### config.mk
export PLATFORM = sky130hd
export DESIGN_NAME = store_commit_queue_flat
export DESIGN_NICKNAME = d
export VERILOG_FILES = /design/src/rtl/store_commit_queue_pkg.sv /design/src/rtl/store_commit_queue_if.sv /design/src/rtl/store_commit_queue_lane_fmt.sv /design/src/rtl/store_commit_queue.sv /design/src/flat_wrapper.sv
export SDC_FILE = /design/constraint.sdc
export NUM_CORES = 1
export LEC_CHECK = 0
export ABC_AREA = 1
export CORE_AREA = 2 2 284 286
export CTS_CLUSTER_DIAMETER = 30
export DETAILED_ROUTE_END_ITERATION = 12
export DIE_AREA = 0 0 286 288
export PLACE_DENSITY = 0.6
export SLEW_MARGIN = 10
export SYNTH_ARGS = -nofsm -noshare
export SYNTH_HDL_FRONTEND = slang
export SYNTH_SLANG_ARGS = --single-unit
export TNS_END_PERCENT = 10
### constraint.sdc
create_clock -name clk -period 16.2 [get_ports clk]
set_clock_uncertainty 0.2 [all_clocks]
set_input_delay 2.43 -clock clk [delete_from_list [all_inputs] [get_ports clk]]
set_output_delay 2.43 -clock clk [all_outputs]
set_load 0.02 [all_outputs]
### src/rtl/store_commit_queue_pkg.sv
// rtl/store_commit_queue_pkg.sv - shared store encodings and queue entry type
// Holds the RISC-V store funct3 encodings and the drain-queue entry layout.
// The store buffer and the commit queue both import this package.
package store_commit_queue_pkg;

  localparam logic [2:0] FUNCT3_SB = 3'b000;
  localparam logic [2:0] FUNCT3_SH = 3'b001;
  localparam logic [2:0] FUNCT3_SW = 3'b010;

  // One queued word write, already lane-formatted.
  typedef struct packed {
    logic [29:0] word_addr;
    logic [31:0] wdata;
    logic [3:0]  be;
    logic [31:0] inst_num;
  } scq_entry_t;

endpackage

### src/rtl/store_commit_queue_if.sv
// rtl/store_commit_queue_if.sv - commit and data-memory handshake bundle
// Ports:
//   commit_*  retiring store from the ROB (valid/ready handshake)
//   dmem_*    word write toward data memory (req/ack handshake)
// master: ROB and memory side (the environment); slave: the queue.
interface store_commit_queue_if;

  logic        commit_valid;
  logic        commit_ready;
  logic [31:0] commit_addr;
  logic [31:0] commit_data;
  logic [2:0]  commit_funct3;
  logic [31:0] commit_inst_num;

  logic        dmem_req;
  logic [31:0] dmem_addr;
  logic [31:0] dmem_wdata;
  logic [3:0]  dmem_be;
  logic        dmem_ack;

  modport master (
    output commit_valid, commit_addr, commit_data, commit_funct3, commit_inst_num,
    input  commit_ready,
    input  dmem_req, dmem_addr, dmem_wdata, dmem_be,
    output dmem_ack
  );

  modport slave (
    input  commit_valid, commit_addr, commit_data, commit_funct3, commit_inst_num,
    output commit_ready,
    output dmem_req, dmem_addr, dmem_wdata, dmem_be,
    input  dmem_ack
  );

endinterface

### src/rtl/store_commit_queue_lane_fmt.sv
// rtl/store_commit_queue_lane_fmt.sv - store lane formatter
// Combinational. Turns a byte-addressed store into word-lane data and byte
// enables, and flags misaligned or unknown-width stores.
// Ports:
//   funct3   in   store width encoding
//   addr_lo  in   byte offset within the word
//   data     in   right-justified store data
//   wdata    out  lane-replicated write data
//   be       out  byte enables
//   illegal  out  store cannot be issued as a single aligned word write
module store_lane_fmt
  import store_commit_queue_pkg::*;
(
  input  logic [2:0]  funct3,
  input  logic [1:0]  addr_lo,
  input  logic [31:0] data,
  output logic [31:0] wdata,
  output logic [3:0]  be,
  output logic        illegal
);

  always_comb begin
    wdata   = '0;
    be      = '0;
    illegal = 1'b0;
    case (funct3)
      FUNCT3_SB: begin
        be    = 4'b0001 << addr_lo;
        wdata = {4{data[7:0]}};
      end
      FUNCT3_SH: begin
        be      = addr_lo[1] ? 4'b1100 : 4'b0011;
        wdata   = {2{data[15:0]}};
        illegal = addr_lo[0];
      end
      FUNCT3_SW: begin
        be      = 4'b1111;
        wdata   = data;
        illegal = (addr_lo != 2'b00);
      end
      default: illegal = 1'b1;
    endcase
  end

endmodule

### src/rtl/store_commit_queue.sv
// rtl/store_commit_queue.sv - post-commit store drain FIFO
// Accepts retired stores, formats them into word writes, queues them in
// strict order and drains them to data memory. Also reports whether a load
// address shares a word with any undrained store.
// Ports:
//   clk, reset    clock and synchronous active-high reset
//   exception     pipeline flush; committed stores are unaffected
//   bus           commit and dmem handshakes (slave side)
//   snoop_addr    load address to check; snoop_hit is combinational
//   misalign_err  one-cycle pulse after an illegal commit is dropped
//   count, empty  occupancy
module store_commit_queue
  import store_commit_queue_pkg::*;
#(
  parameter int DEPTH = 8
) (
  input  logic                       clk,
  input  logic                       reset,
  input  logic                       exception,
  store_commit_queue_if.slave        bus,
  input  logic [31:0]                snoop_addr,
  output logic                       snoop_hit,
  output logic                       misalign_err,
  output logic [$clog2(DEPTH+1)-1:0] count,
  output logic                       empty
);

  localparam int PTR_W = $clog2(DEPTH);
  localparam int CNT_W = $clog2(DEPTH + 1);

  scq_entry_t        mem [DEPTH];
  logic [PTR_W-1:0]  wr_ptr;
  logic [PTR_W-1:0]  rd_ptr;
  logic [CNT_W-1:0]  occ;

  logic [31:0] fmt_wdata;
  logic [3:0]  fmt_be;
  logic        fmt_illegal;

  logic       full;
  logic       accept;
  logic       push;
  logic       pop;
  scq_entry_t head;
  scq_entry_t new_entry;

  store_lane_fmt u_fmt (
    .funct3  (bus.commit_funct3),
    .addr_lo (bus.commit_addr[1:0]),
    .data    (bus.commit_data),
    .wdata   (fmt_wdata),
    .be      (fmt_be),
    .illegal (fmt_illegal)
  );

  // Ready is taken from the registered count only, so a same-cycle pop
  // never opens a slot; keeps commit_ready off the dmem_ack path.
  assign full   = (occ == CNT_W'(DEPTH));
  assign accept = bus.commit_valid && !full;
  assign push   = accept && !fmt_illegal;
  assign pop    = !empty && bus.dmem_ack;

  assign new_entry.word_addr = bus.commit_addr[31:2];
  assign new_entry.wdata     = fmt_wdata;
  assign new_entry.be        = fmt_be;
  assign new_entry.inst_num  = bus.commit_inst_num;

  // Entry storage carries no reset; validity comes from the pointers.
  always_ff @(posedge clk) begin
    if (push && !reset) begin
      mem[wr_ptr] <= new_entry;
    end
  end

  always_ff @(posedge clk) begin
    if (reset) begin
      wr_ptr       <= '0;
      rd_ptr       <= '0;
      occ          <= '0;
      misalign_err <= 1'b0;
    end else begin
      if (push) wr_ptr <= wr_ptr + 1'b1;
      if (pop)  rd_ptr <= rd_ptr + 1'b1;
      case ({push, pop})
        2'b10:   occ <= occ + 1'b1;
        2'b01:   occ <= occ - 1'b1;
        default: occ <= occ;
      endcase
      misalign_err <= accept && fmt_illegal;
    end
  end

  assign count = occ;
  assign empty = (occ == '0);

  assign head             = mem[rd_ptr];
  assign bus.commit_ready = !full;
  assign bus.dmem_req     = !empty;
  assign bus.dmem_addr    = {head.word_addr, 2'b00};
  assign bus.dmem_wdata   = head.wdata;
  assign bus.dmem_be      = head.be;

  // A slot is live when its distance from the head (mod DEPTH) is below
  // the occupancy; this handles wrap and the full case uniformly.
  always_comb begin
    logic [PTR_W-1:0] off;
    off       = '0;
    snoop_hit = 1'b0;
    for (int i = 0; i < DEPTH; i++) begin
      off = PTR_W'(i) - rd_ptr;
      if ((CNT_W'(off) < occ) && (mem[i].word_addr == snoop_addr[31:2])) begin
        snoop_hit = 1'b1;
      end
    end
  end

  // Flush and sub-word snoop bits have no effect here; inst_num is kept
  // in the entry for debug visibility only.
  logic unused_sig;
  assign unused_sig = ^{exception, snoop_addr[1:0], head.inst_num};

endmodule

### src/flat_wrapper.sv
// flat-port wrapper written by rule: the top's interface ports become plain ports
module store_commit_queue_flat import store_commit_queue_pkg::*;
#(
  parameter int DEPTH = 8
)
  (clk, reset, exception, snoop_addr, snoop_hit, misalign_err, count, empty, bus_commit_valid, bus_commit_addr, bus_commit_data, bus_commit_funct3, bus_commit_inst_num, bus_commit_ready, bus_dmem_req, bus_dmem_addr, bus_dmem_wdata, bus_dmem_be, bus_dmem_ack);
  store_commit_queue_if bus_i ();
  input  logic clk;
  input  logic reset;
  input  logic exception;
  input  logic [31:0] snoop_addr;
  output logic snoop_hit;
  output logic misalign_err;
  output logic [$clog2(DEPTH+1)-1:0] count;
  output logic empty;
  input wire logic [$bits(bus_i.commit_valid)-1:0] bus_commit_valid;
  input wire logic [$bits(bus_i.commit_addr)-1:0] bus_commit_addr;
  input wire logic [$bits(bus_i.commit_data)-1:0] bus_commit_data;
  input wire logic [$bits(bus_i.commit_funct3)-1:0] bus_commit_funct3;
  input wire logic [$bits(bus_i.commit_inst_num)-1:0] bus_commit_inst_num;
  output wire logic [$bits(bus_i.commit_ready)-1:0] bus_commit_ready;
  output wire logic [$bits(bus_i.dmem_req)-1:0] bus_dmem_req;
  output wire logic [$bits(bus_i.dmem_addr)-1:0] bus_dmem_addr;
  output wire logic [$bits(bus_i.dmem_wdata)-1:0] bus_dmem_wdata;
  output wire logic [$bits(bus_i.dmem_be)-1:0] bus_dmem_be;
  input wire logic [$bits(bus_i.dmem_ack)-1:0] bus_dmem_ack;
  assign bus_i.commit_valid = bus_commit_valid;
  assign bus_i.commit_addr = bus_commit_addr;
  assign bus_i.commit_data = bus_commit_data;
  assign bus_i.commit_funct3 = bus_commit_funct3;
  assign bus_i.commit_inst_num = bus_commit_inst_num;
  assign bus_commit_ready = bus_i.commit_ready;
  assign bus_dmem_req = bus_i.dmem_req;
  assign bus_dmem_addr = bus_i.dmem_addr;
  assign bus_dmem_wdata = bus_i.dmem_wdata;
  assign bus_dmem_be = bus_i.dmem_be;
  assign bus_i.dmem_ack = bus_dmem_ack;
  store_commit_queue #(.DEPTH(DEPTH)) u_core (.clk(clk), .reset(reset), .exception(exception), .bus(bus_i), .snoop_addr(snoop_addr), .snoop_hit(snoop_hit), .misalign_err(misalign_err), .count(count), .empty(empty));
endmodule
# --- Yosys cells after proc, flatten, opt, wreduce, memory -nomap -nowiden ---
# Memory sizes are Yosys's and may differ from the RTL's. A register that Yosys moved wholly into a read port is not among the register bits.
# Cells that the tools add are included.
word_totals:
  register_bits: 11
  latch_bits: 0
  ram_bits: 784
  rom_bits: 0
  in_bits: 136
  out_inout_bits: 77
  elab_cells: 77
  n_memories: 1
op_classes:
  add_sub_neg: 12
  mul: 0
  div_mod_pow: 0
  n_lt_le_gt_ge: 8
  n_eq_ne: 13
  n_shift: 1
  n_mux: 17
  bitwise_logic: 0
  n_reduce_logical: 21
memory_table:
  columns: ["memory", "words", "width", "read_ports", "rd_ports_with_merged_regs", "wr", "line_no", "text"]
  rows:
  - ["u_core.mem", 8, 98, 9, 1, 1, "store_commit_queue.sv:31", "scq_entry_t mem [DEPTH];"]
ops:
  columns: ["operator", "n"]
  rows:
  - ["$eq A30 B30 Y1", 8]
  - ["$pmux W32 S3", 1]
  - ["$lt A3 B4 Y1", 8]
  - ["$logic_and A1 B1 Y1", 13]
  - ["$pmux W4 S3", 1]
  - ["$sub A3 B3 Y3 const A", 4]
  - ["$mux W1", 10]
  - ["$pmux W4 S2", 1]
  - ["$add A3 B1 Y3 const B", 2]
  - ["$mux W3", 2]
  - ["$sub A1 B3 Y3 const A", 2]
  - ["$sub A2 B3 Y3 const A", 2]
  - ["$add A4 B1 Y4 const B", 1]
  - ["$eq A4 B4 Y1 const B", 1]
  - ["$logic_not A1 Y1", 4]
  - ["$logic_not A4 Y1", 1]
  - ["$mux W4", 1]
  - ["$reduce_bool A2 Y1", 2]
  - ["$shl A1 B2 Y4 const A", 1]
  - ["$sub A4 B1 Y4 const B", 1]
  - ["$eq A3 B1 Y1 const B", 1]
  - ["$eq A3 B2 Y1 const B", 1]
  - ["$logic_not A3 Y1", 1]
  - ["$pmux W1 S3", 1]
  - ["other kinds (2)", 2]

# --- Logic depth before layout (Yosys ltp) ---
depth:
  depth_word: 11
  ltp_mapped: 18
  mapped_depth_nobuf: 18

# --- Hierarchy ---
# From an unflattened synthesis, not the netlist that was laid out.
hier_totals:
  hier_cells: 2335
  area_unflattened_um2: 25315.5
modules_own_cells:
  columns: ["mod", "n_inst", "cells_per_inst", "area_per_inst_um2", "seq_area_each_um2"]
  rows:
  - ["store_commit_queue", 1, 2210, 24678.7, 16135.5]
  - ["store_lane_fmt", 1, 125, 636.9, 0.0]

# --- Least setup slack after synthesis ---
# No wires, ideal clock.
synth_timing:
  path_kind: "input -> register"
  start: "in bus_commit_funct3[1]"
  end: "mem u_core.mem[7][32] (netlist name) (enable)"
  setup_time_ns: 0.572
  arrival_time_ns: 7.725
  t_required_ns: 15.428
  setup_slack_ns: 7.703
  path_stages: 9
  path_buffers: 0
  path_cell_list: "nor2_4 > inv_2 > nor2_8 > nor2_4 > a21oi_4 > o21ai_4 > nor2_4 > nand2_2 > nor3_1"
synth_between:
  elab_chain_len: 7
  elab_cells_between_ends: 9
  classes_between: "2 x eq/ne; 3 x mux; 4 x reduce/logical"
synth_lines:
  columns: ["element", "line_no", "text"]
  rows:
  - ["from (decl)", "flat_wrapper.sv:19", "input wire logic [$bits(bus_i.commit_funct3)-1:0] bus_commit_funct3;"]
  - ["$eq A3 B2 Y1 (tied with other cells)", "store_commit_queue_lane_fmt.sv:26", "case (funct3)"]
  - ["$pmux W1 S3 (*)", "store_commit_queue_lane_fmt.sv:26", null]
  - ["$logic_not A1 Y1 (*)", "store_commit_queue.sv:60", "assign push = accept && !fmt_illegal;"]
  - ["$logic_and A1 B1 Y1 (*)", "store_commit_queue.sv:60", null]
  - ["$logic_and A1 B1 Y1 (*)", "store_commit_queue.sv:70", "if (push && !reset) begin"]
  - ["$mux W1 (*)", "store_commit_queue.sv:70", null]
  - ["$mux W1 (not written as such) (*)", "store_commit_queue.sv:71", "mem[wr_ptr] <= new_entry;"]
  - ["to (decl)", "store_commit_queue.sv:31", null]
# Mark *: on every way between the ends. The rest lies on a longest branch, timed or not.

# --- Worst setup path after layout ---
layout_timing:
  start: "in snoop_addr[16]"
  end: "out snoop_hit"
layout_between:
  elab_chain_len: 10
  elab_cells_between_ends: 24
  classes_between: "8 x eq/ne; 8 x mux; 8 x reduce/logical"
layout_lines:
  columns: ["element", "line_no", "text"]
  rows:
  - ["from (decl)", "flat_wrapper.sv:11", "input logic [31:0] snoop_addr;"]
  - ["$eq A30 B30 Y1", "store_commit_queue.sv:111", "if ((CNT_W'(off) < occ) && (mem[i].word_addr == snoop_addr[31:2])) begin"]
  - ["$logic_and A1 B1 Y1", "store_commit_queue.sv:111", null]
  - ["$mux W1 (7 in a row)", "store_commit_queue.sv:111", null]
  - ["$mux W1 (*)", "store_commit_queue.sv:111", null]
  - ["to (decl)", "flat_wrapper.sv:12", "output logic snoop_hit;"]
# Marked as above.

==> summary.log <==
INFO  logic_synthesis netlist_instances=2314
INFO  worst_setup_path worst_path_dominant_cell_family=buffers and inverters
INFO  floorplanning  fp.dieH=288um
INFO  logic_synthesis seq_total_area_yosys=0.6430
INFO  timing         fin_crit=7.750ns
INFO  cts            count_of_hold_buffers_inserted_by_post_cts_repair=0
INFO  cts            tritoncts=done
INFO  timing         achievable-frequency=129.0MHz
INFO  global_route   grt_first_pass_wirelength=104000um
INFO  route          drt_iter0_markers=1386
INFO  route          post_detailed_routing_wire_length=71550um
INFO  cts            cts_buffers=111
INFO  worst_setup_path critPathSlowestCell=sky130_fd_sc_hd__clkdlybuf4s50_1
INFO  cts            clock-root-buffer=sky130_fd_sc_hd__clkbuf_16
INFO  logic_synthesis synth.ff_latch_count=542
INFO  worst_setup_path crit_path_cell_trace=clkdlybuf4s50_1 > xnor2_1 > nand2_1 > nor2_1 > nand2_1 > nor2_1 > nand3_1 > nand2_1 > nor2_1 > nand2_1 > clkdlybuf4s50_1
INFO  route          drt-pass1-iter-count=6
INFO  route          met1_wire_length=31000um
INFO  worst_setup_path timing_worst_setup_path_type=input port to output port
INFO  global_route   track_usage=0.1695
INFO  timing         fin_hold_ws=0.3563ns
INFO  worst_setup_path rr_startpoint=u_core.count[2]
INFO  status         status=finished clean
INFO  worst_setup_path start_kind=input port
INFO  global_route   grt_overflow=0
INFO  logic_synthesis post_synthesis_average_cell_area=10.84um^2
INFO  route          num_vias=17551
INFO  logic_synthesis synth-edff-count=528
INFO  timing         final.setup.tns=0ns
INFO  pwr            pwr-share-comb=0.319
INFO  cts            post_cts_resized=0
INFO  layout         finalCoreUtilization=0.3963
INFO  floorplanning  placementRows=104
INFO  worst_setup_path timing.critical_path.required=13.57ns
INFO  pwr            netSwitchingFraction=0.3435
INFO  logic_synthesis mappedNetlistArea=25090um^2
INFO  timing         maxSlewHeadroom=0.2360
INFO  route          detail_route.drc_violations=0
INFO  placement      placed_area=27820um^2
INFO  floorplanning  dieWidth=286um
INFO  worst_setup_path crit_arrival=5.12ns
INFO  hold_path      class_of_the_tightest_hold_or_removal_check=flip-flop to flip-flop
INFO  cts            worstSkewPairLatency=0.65ns
INFO  worst_setup_path cpPeakStageDelay=0.67ns
INFO  floorplanning  initial_util=0.3151
INFO  floorplanning  core_box_area=79640um^2
INFO  timing         final_hold_viol_count=0
INFO  cts            cts_htree_levels=3
INFO  worst_setup_path cp_dominant_cell_by_count=sky130_fd_sc_hd__nand2_1
INFO  logic_synthesis yosys.cell_types.count=38
INFO  global_route   grt_antenna_before_repair=9
INFO  logic_synthesis async_reset_ff_frac=0
INFO  route          detail-route-antenna-nets=0
INFO  hold_path      worstHoldEndpoint=u_core.wr_ptr[1]
INFO  hold_path      worstHoldPathCells=2
INFO  floorplanning  pin_count=213
INFO  pwr            static-leakage-power=11.02nW
INFO  route          routed_wire_length_on_met2=33140um
INFO  pwr            power.density_cell_area=178.1nW/um^2
INFO  placement      gpl.final_weighted_congestion=0.8600
INFO  layout         fill_cells=7635
INFO  placement      port-buffer-count=175
INFO  worst_setup_path timing.critical_path.buf_inv=2
INFO  worst_setup_path worst_r2r_endpoint=u_core.mem[0][38]
INFO  worst_setup_path worst_reg_to_reg_setup_slack=12.56ns
INFO  pwr            max-vdd-ir-drop=0.1127mV
INFO  route          wl_per_cell=19.59um
INFO  global_route   grt_max_degree=178
INFO  worst_setup_path rr_worst_depth=9
INFO  pwr            share_of_total_power_in_the_clock_network=0.395
INFO  floorplanning  die_area=82370um^2
INFO  timing         rsz0062_at_grt=false
INFO  timing         layout_worst_path_cycle_share=0.4784
INFO  logic_synthesis yosys_warnings=0
INFO  route          avgViaCountPerCell=4.805
INFO  cts            clock_sinks=542
INFO  cts            clk_path_buf_depth=3
INFO  global_route   first_global_vias=16979
INFO  placement      post-dp-hpwl=42240um
INFO  hold_path      min-delay-start=u_core.wr_ptr[1]
INFO  worst_setup_path timing.critical_path.to_type=output port
INFO  cts            postCtsSetupRepairBufs=0
INFO  layout         fin_area=31560um^2
INFO  pwr            flop_pwr_share=0.285
INFO  pwr            net-switching-power=0.001931W
INFO  logic_synthesis dominantRegCellSynth=sky130_fd_sc_hd__edfxtp_1
INFO  layout         syn_to_final_growth=25.77%
INFO  timing         setup-violations-final=0
INFO  job            maxCapViolations=0
INFO  worst_setup_path critPathMaxFanout=8
INFO  cts            clkTransAtPathRegs=0.05ns
INFO  timing         drv_slew=0
INFO  route          route.top_layer_used=met5
INFO  layout         post_route_cells_drive_above_1_share=0.08964
INFO  layout         final_net_count=2648
INFO  timing         worst_slew_pin_slew=1.139ns
INFO  route          wl_met3=5417um
INFO  pwr            cellInternalPower=0.003690W
## area by class of cell
| class | count | area (um^2) | area share |
|---|---|---|---|
| Inverter | 101 | 391.6 | 0.01241 |
| Tap cell | 1060 | 1326 | 0.04203 |
| Timing Repair Buffer | 199 | 1932 | 0.06121 |
| Antenna cell | 5 | 12.51 | 0.0003965 |
| Multi-Input combinational cell | 1538 | 8025 | 0.2543 |
| Sequential cell | 542 | 16140 | 0.5115 |
| Clock buffer | 124 | 2826 | 0.08956 |
| Clock inverter | 84 | 902.1 | 0.02859 |
## worst register-to-register path, cell delays in order (launching register included)
cell and delay (ns):
sky130_fd_sc_hd__dfxtp_1 0.35, sky130_fd_sc_hd__inv_1 0.21, sky130_fd_sc_hd__nand3_1 0.18, sky130_fd_sc_hd__nand2_1 0.14, sky130_fd_sc_hd__nor2_1 0.17, sky130_fd_sc_hd__inv_1 0.09, sky130_fd_sc_hd__nor2_4 0.13, sky130_fd_sc_hd__nand2_2 0.13
sky130_fd_sc_hd__nor2_4 0.84, sky130_fd_sc_hd__buf_4 0.77
## cells in the mapped netlist, types with 2 or more instances
cell                       count  area [um^2]
sky130_fd_sc_hd__nand2_2       4        25.02
sky130_fd_sc_hd__a31oi_1      70        437.9
sky130_fd_sc_hd__buf_1        11        41.29
sky130_fd_sc_hd__nand4_1       2        12.51
sky130_fd_sc_hd__o22ai_1      60        375.4
sky130_fd_sc_hd__and2_1        3        18.77
sky130_fd_sc_hd__nand2_1     254        953.4
sky130_fd_sc_hd__nor3_1        4        20.02
sky130_fd_sc_hd__o211ai_1      6        45.04
sky130_fd_sc_hd__edfxtp_1    528        15860
sky130_fd_sc_hd__buf_2        45        225.2
sky130_fd_sc_hd__nor2_1      525         1971
sky130_fd_sc_hd__buf_4        12        90.09
sky130_fd_sc_hd__nor2_4        4        45.04
sky130_fd_sc_hd__or2_2         2        12.51
sky130_fd_sc_hd__a21oi_1      37        185.2
sky130_fd_sc_hd__nand3_1      24        120.1
sky130_fd_sc_hd__o21ai_0     293         1466
sky130_fd_sc_hd__inv_2         5        18.77
sky130_fd_sc_hd__o21bai_1      3        22.52
sky130_fd_sc_hd__ha_1         18        225.2
sky130_fd_sc_hd__dfxtp_1      14        280.3
sky130_fd_sc_hd__xor2_1       40        350.3
sky130_fd_sc_hd__clkbuf_1     66        247.7
sky130_fd_sc_hd__inv_1        95        356.6
sky130_fd_sc_hd__xnor2_1     177         1550
## per-stage QoR
stage                     setup slack, ns  power [W]  instances
after floorplan                     7.703   0.002697       2315
after global placement              8.491   0.003432       3440
after detailed placement            8.519   0.003441       3440
after CTS                           8.502   0.005681       3648
after global routing                8.374   0.005893       3650
final                               8.450   0.005621       3653
## layer usage
metal,vias up,GRT usage
met4,8,0.05798
met1,8390,0.2223
li1,8399,-
met5,-,0
met3,130,0.04342
met2,624,0.2726
## cell usage in the layout, fill, tap and decap left out, types with 18 or more instances in the layout
cell type,Yosys,layout
sky130_fd_sc_hd__o22ai_1,60,60
sky130_fd_sc_hd__clkinv_1,0,19
sky130_fd_sc_hd__a21oi_1,37,37
sky130_fd_sc_hd__a31oi_1,70,70
sky130_fd_sc_hd__edfxtp_1,528,528
sky130_fd_sc_hd__inv_1,95,94
sky130_fd_sc_hd__clkdlybuf4s50_1,0,175
sky130_fd_sc_hd__clkinv_2,0,25
sky130_fd_sc_hd__clkbuf_16,0,111
sky130_fd_sc_hd__xor2_1,40,40
sky130_fd_sc_hd__o21ai_0,293,293
sky130_fd_sc_hd__nand3_1,24,24
sky130_fd_sc_hd__xnor2_1,177,177
sky130_fd_sc_hd__nand2_1,254,254
sky130_fd_sc_hd__nor2_1,525,521
sky130_fd_sc_hd__ha_1,18,18
sky130_fd_sc_hd__buf_4,12,24
## worst max path at each step
stage	start	endpoint	slack, ns	cells past startpoint
floorplan	bus_commit_funct3[1]	u_core.mem[7][32]	7.70	9
global placement	snoop_addr[16]	snoop_hit	8.49	11
detailed placement	snoop_addr[16]	snoop_hit	8.52	11
CTS	snoop_addr[16]	snoop_hit	8.50	11
global route	snoop_addr[16]	snoop_hit	8.37	11
finish	snoop_addr[16]	snoop_hit	8.45	11
## registers in the layout, summed over array words and instances (netlist names), named ones only
name                 cells
u_core.rd_ptr            3
u_core.misalign_err      1
u_core.mem             528
u_core.count             4
u_core.wr_ptr            3
## cell families (layout without fill, tap and decap cells)
| logic type | Yosys count | after routing | synth area share |
|---|---|---|---|
| flip-flops | 542 | 542 | 0.6430 |
| XOR/XNOR | 217 | 217 | 0.07574 |
| other | 1 | 7 | 0.0001494 |
| adder cells (fa/ha/maj) | 19 | 19 | 0.009773 |
| AO/OA/AOI/OAI | 475 | 475 | 0.1033 |
| AND/OR/NAND/NOR | 825 | 825 | 0.1287 |
| buffers and inverters | 235 | 508 | 0.03929 |
## power by group through the flow
stage / Combinational, W / Clock [W] / Sequential [W]
floorplan: 0.00108 / 0 / 0.00161
global placement: 0.00180 / 0 / 0.00163
detailed placement: 0.00181 / 0 / 0.00163
CTS: 0.00182 / 0.00225 / 0.00160
global route: 0.00196 / 0.00232 / 0.00161
finish: 0.00179 / 0.00222 / 0.00160
Note: power is estimated with default switching activity, not from simulation.
==> variant, RTL diff (same flow settings) <==
Reset style: asynchronous (`reset`), changed in one clocked block. Comments in the files are not updated.
--- a/src/rtl/store_commit_queue.sv
+++ b/src/rtl/store_commit_queue.sv
@@ -72,7 +72,7 @@
     end
   end
 
-  always_ff @(posedge clk) begin
+  always_ff @(posedge clk or posedge reset) begin
     if (reset) begin
       wr_ptr       <= '0;
       rd_ptr       <= '0;
Check against the original RTL: differs if reset is asserted again (counterexample within 4 cycles, from zero or initial values and one cycle with reset high); with reset held inactive, the same outputs for 4 cycles.
==> variant against the unedited design <==
Highest routed layer unchanged; sequential cell count decreased by 3; critical path depth up 1; routed wire length decreased by 1.9%; power shrank 4.1%; fmax rose by 1.1%; clock power decreased by 7%; critical endpoint unchanged; largest power group unchanged; largest cell class unchanged; design area shrank 2.2%; worst setup slack improved by 0.085 ns; area after synthesis is 1.7% lower; combinational power shrank 6%; critical path type unchanged.
==> variant: results (changes against the unedited design) <==
Outcome -> complete, no violations
Bufs w/o clock -> 196 (-1.5%)
Post-synthesis sequential area ratio -> 65.4% (+1.1 points)
Yosys warns -> 0 (unchanged)
Post-synthesis adder-cell area fraction -> 0.995% (+0.017 points)
Hold WS -> 0.357 ns (+0.000734 ns)
Synth Area in Compound Gates -> 12.6% (+2.3 points)
Multi-input gate count -> 1341 (-13%)
Largest net degree at the start of global routing -> 180 (+1.1%)
Placer Congestion -> 0.889 (+3.3%)
DR vias -> 16690 (-4.9%)
Logic inverters -> 93 (-7.9%)
Final wirelength -> 70200 µm (-1.9%)
Max Clock Freq -> 130 MHz (+1.1%)
Area taken by multi-input logic gates -> 7710 µm² (-3.9%)
Register area -> 16100 µm² (about the same)
Leakage Power -> 10.4 nW (-5.2%)
Async S/R FF share, synth -> 2.04% (+2.0 points)
Worst r2r src -> u_core.count[2]
Worst min path class -> flop to flop
Min-Delay Endpoint -> u_core.count[2]
Worst endpoint data arrival time -> 5.03 ns (-0.09 ns)
Reg2reg path depth -> 7 (-2)
DP Wirelength -> 42400 µm (+0.33%)
Crit path from -> snoop_addr[15]
Layout area overhead -> 25.2%
Num CTS Buffers -> 104 (-6.3%)
Number of DRC markers in iteration 0 -> 1457 (+5.1%)
Initial antenna violation count -> 4 (-5)
CP max stage delay -> 0.76 ns (+0.09 ns)
Reg2reg end -> u_core.mem[7][33]
Post-Syn Instances -> 2091 (-9.6%)
Slew margin rel. -> 22.7% (-0.86 points)
Fraction of layout cells with a size suffix above 1 -> 8.81% (-0.15 points)
Final net count -> 2430 (-8.2%)
DRT Pass-1 Iters -> 5 (-1)
Placed insts -> 3229 (-6.1%)
#FFs+latches synth -> 539 (-0.55%)
Layout fillers -> 7551 (-1.1%)
Hold_sp -> u_core.count[2]
Placement Cell Area -> 27400 µm² (-1.4%)
Ant diodes -> 2 (-3)
Synth area leaders -> edfxtp_1 64%, xnor2_1 6.3%, o21ai_0 5.3%
Worst reg-to-reg setup slack -> 12.38 ns (-0.18 ns)
Synth Area in XOR/XNOR -> 7.78% (+0.21 points)
Clkbuf count -> 113 (-8.9%)
variant: cell count changes in the layout (fill, tap and decap cells not counted), moves of 24 or more:
| cell | unedited run | this run |
|---|---|---|
| nor2_1 | 521 | 273 |
| o2111ai_1 | 0 | 65 |
| o21a_1 | 0 | 118 |
| o22ai_1 | 60 | 0 |
| o21ai_0 | 293 | 262 |
| a31oi_1 | 70 | 5 |
| nand2_1 | 254 | 278 |
variant: routing by layer:
layer,global-route usage [%],wire (µm)
met3,3.35,4290
met2,28.8,34300
met5,0,23
met1,21.3,29900
met4,5.50,1710
variant: power groups by stage:
stage	sequential (mW)	clock, mW	combinational, mW
after detailed placement	1.67	0	1.70
after global placement	1.67	0	1.68
after global routing	1.65	2.17	1.83
after CTS	1.65	2.10	1.71
final	1.65	2.07	1.68
after floorplan	1.64	0	0.997
